===== config.mk =====
export PLATFORM = sky130hd
export DESIGN_NAME = vdma_axi4s_to_axi4_core
export DESIGN_NICKNAME = d
export VERILOG_FILES = /design/src/rtl/vdma_axi4s_to_axi4_core.sv
export SDC_FILE = /design/constraint.sdc
export NUM_CORES = 1
export LEC_CHECK = 0
export ABC_AREA = 1
export BUFFER_PORTS_ARGS = -buffer_cell sky130_fd_sc_hd__buf_2
export CORE_ASPECT_RATIO = 2
export CORE_MARGIN = 2
export CORE_UTILIZATION = 50
export DETAILED_ROUTE_END_ITERATION = 8
export PLACE_DENSITY = 0.75
export SETUP_SLACK_MARGIN = 0.05
export SLEW_MARGIN = 20
export SYNTH_ARGS = -nofsm -noshare
export SYNTH_HDL_FRONTEND = slang
export SYNTH_SLANG_ARGS = --single-unit

===== constraint.sdc =====
create_clock -name clk -period 18.2 [get_ports clk]
set_input_delay 4.55 -clock clk [delete_from_list [all_inputs] [get_ports clk]]
set_output_delay 4.55 -clock clk [all_outputs]
set_load 0.005 [all_outputs]

===== src/rtl/vdma_axi4s_to_axi4_core.sv =====
// Frame-capture DMA: writes one tuser-framed AXI4-Stream raster into memory
// as 32-bit words through an AXI4 write master, one line at a time.
//
// state | meaning
// IDLE  | waiting for ctl_enable; latches parameters at frame start
// SYNC  | discarding stream beats until the tuser frame-start beat
// AW    | presenting the next burst address
// W     | forwarding stream beats as write data for the current burst
// B     | frame sent; waiting for all write responses
module vdma_axi4s_to_axi4_core #(
  parameter int AXI4_ID_WIDTH     = 6,
  parameter int AXI4_ADDR_WIDTH   = 32,
  parameter int AXI4_LEN_WIDTH    = 8,
  parameter int AXI4_QOS_WIDTH    = 4,
  parameter int AXI4S_USER_WIDTH  = 1,
  parameter int AXI4S_DATA_WIDTH  = 24,
  parameter int INDEX_WIDTH       = 8,
  parameter int STRIDE_WIDTH      = 14,
  parameter int H_WIDTH           = 12,
  parameter int V_WIDTH           = 12,
  parameter int OUTSTANDING_WIDTH = 4
) (
  input  logic                         clk,
  input  logic                         reset,

  input  logic                         ctl_enable,
  input  logic                         ctl_update,
  output logic                         ctl_busy,
  output logic [INDEX_WIDTH-1:0]       ctl_index,

  input  logic [AXI4_ADDR_WIDTH-1:0]   param_addr,
  input  logic [STRIDE_WIDTH-1:0]      param_stride,
  input  logic [H_WIDTH-1:0]           param_width,
  input  logic [V_WIDTH-1:0]           param_height,
  input  logic [AXI4_LEN_WIDTH-1:0]    param_awlen,

  output logic [AXI4_ADDR_WIDTH-1:0]   monitor_addr,
  output logic [STRIDE_WIDTH-1:0]      monitor_stride,
  output logic [H_WIDTH-1:0]           monitor_width,
  output logic [V_WIDTH-1:0]           monitor_height,
  output logic [AXI4_LEN_WIDTH-1:0]    monitor_awlen,

  output logic [AXI4_ID_WIDTH-1:0]     m_axi4_awid,
  output logic [AXI4_ADDR_WIDTH-1:0]   m_axi4_awaddr,
  output logic [1:0]                   m_axi4_awburst,
  output logic [3:0]                   m_axi4_awcache,
  output logic [AXI4_LEN_WIDTH-1:0]    m_axi4_awlen,
  output logic                         m_axi4_awlock,
  output logic [2:0]                   m_axi4_awprot,
  output logic [AXI4_QOS_WIDTH-1:0]    m_axi4_awqos,
  output logic [3:0]                   m_axi4_awregion,
  output logic [2:0]                   m_axi4_awsize,
  output logic                         m_axi4_awvalid,
  input  logic                         m_axi4_awready,

  output logic [31:0]                  m_axi4_wdata,
  output logic [3:0]                   m_axi4_wstrb,
  output logic                         m_axi4_wlast,
  output logic                         m_axi4_wvalid,
  input  logic                         m_axi4_wready,

  input  logic [AXI4_ID_WIDTH-1:0]     m_axi4_bid,
  input  logic [1:0]                   m_axi4_bresp,
  input  logic                         m_axi4_bvalid,
  output logic                         m_axi4_bready,

  input  logic [AXI4S_USER_WIDTH-1:0]  s_axi4s_tuser,
  input  logic                         s_axi4s_tlast,
  input  logic [AXI4S_DATA_WIDTH-1:0]  s_axi4s_tdata,
  input  logic                         s_axi4s_tvalid,
  output logic                         s_axi4s_tready
);

  typedef enum logic [2:0] {S_IDLE, S_SYNC, S_AW, S_W, S_B} state_t;

  localparam logic [H_WIDTH-1:0]           H_ONE   = H_WIDTH'(1);
  localparam logic [V_WIDTH-1:0]           V_ONE   = V_WIDTH'(1);
  localparam logic [AXI4_LEN_WIDTH-1:0]    L_ONE   = AXI4_LEN_WIDTH'(1);
  localparam logic [INDEX_WIDTH-1:0]       IDX_ONE = INDEX_WIDTH'(1);
  localparam logic [OUTSTANDING_WIDTH-1:0] OUT_ONE = OUTSTANDING_WIDTH'(1);
  localparam logic [OUTSTANDING_WIDTH-1:0] OUT_MAX = '1;

  state_t                        state, state_nxt;
  logic                          first_frame;
  logic [H_WIDTH-1:0]            x_remain, x_nxt;
  logic [V_WIDTH-1:0]            y_remain, y_nxt;
  logic [AXI4_ADDR_WIDTH-1:0]    line_addr, line_nxt;
  logic [AXI4_LEN_WIDTH-1:0]     beat_cnt, beat_nxt;
  logic [OUTSTANDING_WIDTH-1:0]  outstanding, out_nxt;
  logic                          index_inc;

  logic                          latch;
  logic [AXI4_ADDR_WIDTH-1:0]    eff_addr;
  logic [H_WIDTH-1:0]            eff_width;
  logic [V_WIDTH-1:0]            eff_height;

  logic                          aw_hs, w_hs;
  logic                          awvalid_d;
  logic [AXI4_ADDR_WIDTH-1:0]    awaddr_d;
  logic [AXI4_LEN_WIDTH-1:0]     awlen_d;

  logic                          unused;

  assign m_axi4_awid     = '0;
  assign m_axi4_awburst  = 2'b01;
  assign m_axi4_awcache  = 4'b0011;
  assign m_axi4_awlock   = 1'b0;
  assign m_axi4_awprot   = 3'b000;
  assign m_axi4_awqos    = '0;
  assign m_axi4_awregion = 4'b0000;
  assign m_axi4_awsize   = 3'b010;
  assign m_axi4_wstrb    = 4'hf;
  assign m_axi4_bready   = 1'b1;
  assign m_axi4_wdata    = 32'(s_axi4s_tdata);

  assign unused = ^{s_axi4s_tlast, m_axi4_bid, m_axi4_bresp, s_axi4s_tuser};

  // The parameter set a new frame will run with, as seen from IDLE.
  assign latch      = first_frame | ctl_update;
  assign eff_addr   = latch ? param_addr   : monitor_addr;
  assign eff_width  = latch ? param_width  : monitor_width;
  assign eff_height = latch ? param_height : monitor_height;

  assign aw_hs = m_axi4_awvalid & m_axi4_awready;
  assign w_hs  = (state == S_W) & s_axi4s_tvalid & m_axi4_wready;

  always_comb begin
    state_nxt      = state;
    x_nxt          = x_remain;
    y_nxt          = y_remain;
    line_nxt       = line_addr;
    beat_nxt       = beat_cnt;
    index_inc      = 1'b0;
    s_axi4s_tready = 1'b0;
    m_axi4_wvalid  = 1'b0;
    m_axi4_wlast   = 1'b0;
    case (state)
      S_IDLE: begin
        if (ctl_enable) begin
          x_nxt    = eff_width;
          y_nxt    = eff_height;
          line_nxt = eff_addr;
          if (eff_width == '0 || eff_height == '0) state_nxt = S_B;
          else                                     state_nxt = S_SYNC;
        end
      end
      S_SYNC: begin
        s_axi4s_tready = ~s_axi4s_tuser[0];
        if (s_axi4s_tvalid && s_axi4s_tuser[0]) state_nxt = S_AW;
      end
      S_AW: begin
        if (aw_hs) begin
          beat_nxt  = m_axi4_awlen;
          state_nxt = S_W;
        end
      end
      S_W: begin
        m_axi4_wvalid  = s_axi4s_tvalid;
        s_axi4s_tready = m_axi4_wready;
        m_axi4_wlast   = (beat_cnt == '0);
        if (w_hs) begin
          beat_nxt = beat_cnt - L_ONE;
          x_nxt    = x_remain - H_ONE;
          if (beat_cnt == '0) begin
            if (x_nxt != '0) begin
              state_nxt = S_AW;
            end else if (y_remain > V_ONE) begin
              x_nxt     = monitor_width;
              y_nxt     = y_remain - V_ONE;
              line_nxt  = line_addr + AXI4_ADDR_WIDTH'(monitor_stride);
              state_nxt = S_AW;
            end else begin
              state_nxt = S_B;
            end
          end
        end
      end
      S_B: begin
        if (outstanding == '0) begin
          index_inc = 1'b1;
          state_nxt = S_IDLE;
        end
      end
      default: state_nxt = S_IDLE;
    endcase
  end

  // A response arriving alongside a new burst cancels out; stray responses never underflow.
  always_comb begin
    out_nxt = outstanding;
    if (aw_hs && !m_axi4_bvalid)
      out_nxt = outstanding + OUT_ONE;
    else if (!aw_hs && m_axi4_bvalid && outstanding != '0)
      out_nxt = outstanding - OUT_ONE;
  end

  // Next burst is computed from the position the line will be at once AW is entered.
  always_comb begin
    awaddr_d  = line_nxt + (AXI4_ADDR_WIDTH'(monitor_width - x_nxt) << 2);
    awlen_d   = (32'(monitor_awlen) < (32'(x_nxt) - 32'd1)) ? monitor_awlen
                                                             : AXI4_LEN_WIDTH'(x_nxt - H_ONE);
    awvalid_d = (state_nxt == S_AW) && (out_nxt != OUT_MAX);
  end

  always_ff @(posedge clk) begin
    if (reset) begin
      state          <= S_IDLE;
      first_frame    <= 1'b1;
      x_remain       <= '0;
      y_remain       <= '0;
      line_addr      <= '0;
      beat_cnt       <= '0;
      outstanding    <= '0;
      ctl_busy       <= 1'b0;
      ctl_index      <= '0;
      monitor_addr   <= '0;
      monitor_stride <= '0;
      monitor_width  <= '0;
      monitor_height <= '0;
      monitor_awlen  <= '0;
      m_axi4_awvalid <= 1'b0;
      m_axi4_awaddr  <= '0;
      m_axi4_awlen   <= '0;
    end else begin
      state          <= state_nxt;
      x_remain       <= x_nxt;
      y_remain       <= y_nxt;
      line_addr      <= line_nxt;
      beat_cnt       <= beat_nxt;
      outstanding    <= out_nxt;
      ctl_busy       <= (state_nxt != S_IDLE);
      m_axi4_awvalid <= awvalid_d;
      if (state == S_IDLE && ctl_enable) begin
        first_frame <= 1'b0;
        if (latch) begin
          monitor_addr   <= param_addr;
          monitor_stride <= param_stride;
          monitor_width  <= param_width;
          monitor_height <= param_height;
          monitor_awlen  <= param_awlen;
        end
      end
      if (state_nxt == S_AW && state != S_AW) begin
        m_axi4_awaddr <= awaddr_d;
        m_axi4_awlen  <= awlen_d;
      end
      if (index_inc) ctl_index <= ctl_index + IDX_ONE;
    end
  end

endmodule


==> impl_metrics.yaml <==
flow_run:
  maxCapViolations: 0
route:
  via_per_inst: 5.58
  firstDrtPassIters: 5
  drt_iter0_markers: 979
  routed_wl_um: 44400
  vias: 14100
  routedWlPerCell_um: 17.6
  ant_nets: 0
  drc_errors: 0
timing:
  max_slew_margin: 0.347
  hold_viol_final: 0
  grt_setup_unrepaired: "false"
  setup_viol: 0
  worst_pin_slew_ps: 976
  layout_setup_ws_ps: 7620
  min_period_ps: 10580
  fin_setup_tns_ps: 0
  clock_skew_ps: 11.1
  fmax_mhz: 94.5
  maxSlewViolCount: 0
  fin_crit_sh: 0.581
worst_setup_path:
  path_class: "input pin to flop"
  critPathLaunch: "ctl_update"
  worstSetupEndpointType: "flop"
  cp-endpoint: "m_axi4_awaddr[30]"
  critPathMaxStageDelay_ps: 810
  r2r_end: "m_axi4_awaddr[30]"
  crit_slowest_cell: "a2111oi_0"
  crit_arrival_ps: 10920
  cp_common_cell: "a21oi_1"
  reg2reg_setup_slack_ps: 10910
  crit-reg2reg-launch: "state[0]"
  setup.worst_path.start_class: "input pin"
  critical_path_required_ps: 18530
  cp_max_fo: 26
  r2r_cells: 30
clock_network:
  h-tree-depth: 4
  post_cts_resized: 0
  cts_root_buf: "clkbuf_16"
  clk_path_buf_depth: 2
  path_clk_slew_ps: 80
  holdBufCountCts: 0
  clkSinkCount: 200
  cts_buffers: 17
  insertion_delay_ps: 470
  cts_tree: "yes"
  post_cts_buffers: 0
placed_design:
  dp_hpwl_um: 33700
  dp_slack_ps: 7310
  place_area_um2: 14800
  gp_congestion: 0.966
  port_buffers: 217
worst_hold_path:
  hp-class: "flop to flop"
cells_and_area:
  multiInputGateArea_um2: 8320
  final_common_cell: "nand2_1"
  filler_cell_count: 2677
  drive_gt1_frac: 0.153
  final_cell_area_um2: 15400
  layout.area.seq_um2: 4000
  area_growth_pct: 11.3
  final_cell_mix: "nand2_1 (343), buf_2 (217), inv_1 (214), a21oi_1 (211), nor2_1 (205)"
  layout.nets: 2356
synthesis:
  synth_top_family_by_area: "simple AND/OR/NAND/NOR gates"
  ys.flop_type: "dfxtp_1"
  synthDistinctLibCells: 58
  yosys.area_share.simple: 0.249
  synth_adder_area_share: 0.0694
  synth.avg_cell_area_um2: 6.86
  netlist_area_um2: 13800
  synth_top_cell_area_share: 0.289
  synth_compound_area_frac: 0.202
  synth_top_area_cell: "dfxtp_1"
  synth_seq_cells: 200
  yosys_warnings: 0
  synth_edf_count: 0
  synth_xor_xnor_area_share: 0.0468
  synthTopCellsByArea: "dfxtp_1 (29%), nand2_1 (9.3%), a21oi_1 (7.6%)"
  seq_area_frac_synth: 0.289
  synth_cells: 2018
  ys_async_sr_fraction: 0
  synthMuxAreaShare: 0.0217
floorplanning:
  fp.dieH_um: 239
  die_w_um: 122
  start_util: 0.504
  core-area_um2: 27400
  die_area_um2: 29100
  ios: 315
  row_count: 86
pwr:
  power_leakage_nw: 7.10
  powerDensity_nw_per_um2: 111
  ir_worst_vdd_v: 0.0000749
global_routing:
  grt_overflow: 0
  grt_max_degree: 73
  grt_antenna_before_repair: 0
  grt_pass1_wl_um: 67700
  grt_pass1_vias: 13300
  track_usage: 0.301
outcome:
  status: "finished clean"
## cells in the mapped netlist, types with 18 or more instances
| cell type | number |
|---|---|
| a211oi_1 | 34 |
| a21oi_1 | 211 |
| a22oi_1 | 18 |
| and2_1 | 31 |
| buf_4 | 64 |
| clkbuf_1 | 59 |
| dfxtp_1 | 200 |
| ha_1 | 72 |
| inv_1 | 215 |
| mux2i_1 | 30 |
| nand2_1 | 343 |
| nand3_1 | 66 |
| nand4_1 | 23 |
| nor2_1 | 205 |
| nor3_1 | 26 |
| o21ai_0 | 163 |
| xnor2_1 | 23 |
| xor2_1 | 51 |
## worst min path at each step
stage | startpoint | end | slack [ps] | cells past startpoint
3_5_place_dp | monitor_height[8] | monitor_height[8] | 460 | 2
5_1_grt | monitor_height[1] | monitor_height[1] | 500 | 2
3_3_place_gp | monitor_height[0] | monitor_height[0] | 450 | 2
2_1_floorplan | first_frame | first_frame | 440 | 2
6_report | monitor_height[8] | monitor_height[8] | 470 | 2
4_1_cts | monitor_height[8] | monitor_height[8] | 470 | 2
## kinds of logic (layout without fill, tap and decap cells)
logic type,Yosys count,after routing
flops,200,200
other cells,2,42
compound gates,498,498
xor+xnor,74,74
buf+inv,374,492
fa+ha+maj,75,75
simple gates,765,765
mux,30,30
## per-stage QoR
| stage | hold slack [ps] | utilization | power (mW) | std cells |
|---|---|---|---|---|
| after floorplan | 439 | - | 1.12 | 2056 |
| after global placement | 447 | 0.540 | 1.30 | 2494 |
| after detailed placement | 457 | 0.540 | 1.32 | 2494 |
| after CTS | 468 | 0.561 | 1.71 | 2526 |
| after global routing | 500 | 0.561 | 1.83 | 2526 |
| final | 468 | 0.561 | 1.71 | 2528 |
## layer usage
layer	up-vias	global-route usage	share of wire
li1	6913	-	-
met1	6518	0.303	0.35
met2	486	0.546	0.51
met3	180	0.0457	0.052
met4	0	0.227	0.083
met5	-	0	0
## flip-flops by register name (all words and copies together) (netlist names)
name / count
state: 3
m_axi4_awaddr: 32
first_frame: 1
monitor_addr: 32
m_axi4_awvalid: 1
x_remain: 12
y_remain: 12
monitor_awlen: 8
outstanding: 4
ctl_busy: 1
monitor_stride: 14
monitor_width: 12
monitor_height: 12
ctl_index: 8
m_axi4_awlen: 8
line_addr: 32
beat_cnt: 8
## layout make-up
type / instances / area share
multi-input combinational: 1482 / 0.540
sequential: 200 / 0.260
timing repair buffer: 233 / 0.0783
inverter: 227 / 0.0553
tap: 352 / 0.0286
clock buffer: 18 / 0.0279
clock inverter: 14 / 0.00918
antenna: 2 / 0.000325
## worst max-delay path: cells and delay by family
family | cells | cell delay (ps)
AND/OR/NAND/NOR | 6 | 1270
AO/OA/AOI/OAI | 14 | 3330
buffers and inverters | 5 | 670
XOR/XNOR | 1 | 130
adder cells (fa/ha/maj) | 3 | 930
## power by group
| group | leakage, nW | total [mW] | switching, mW | internal (mW) |
|---|---|---|---|---|
| Clock | 0.282 | 0.383 | 0.190 | 0.193 |
| Combinational | 5.17 | 0.800 | 0.508 | 0.291 |
| Sequential | 1.64 | 0.529 | 0.0464 | 0.483 |
Power figures use the tool's default switching activity.
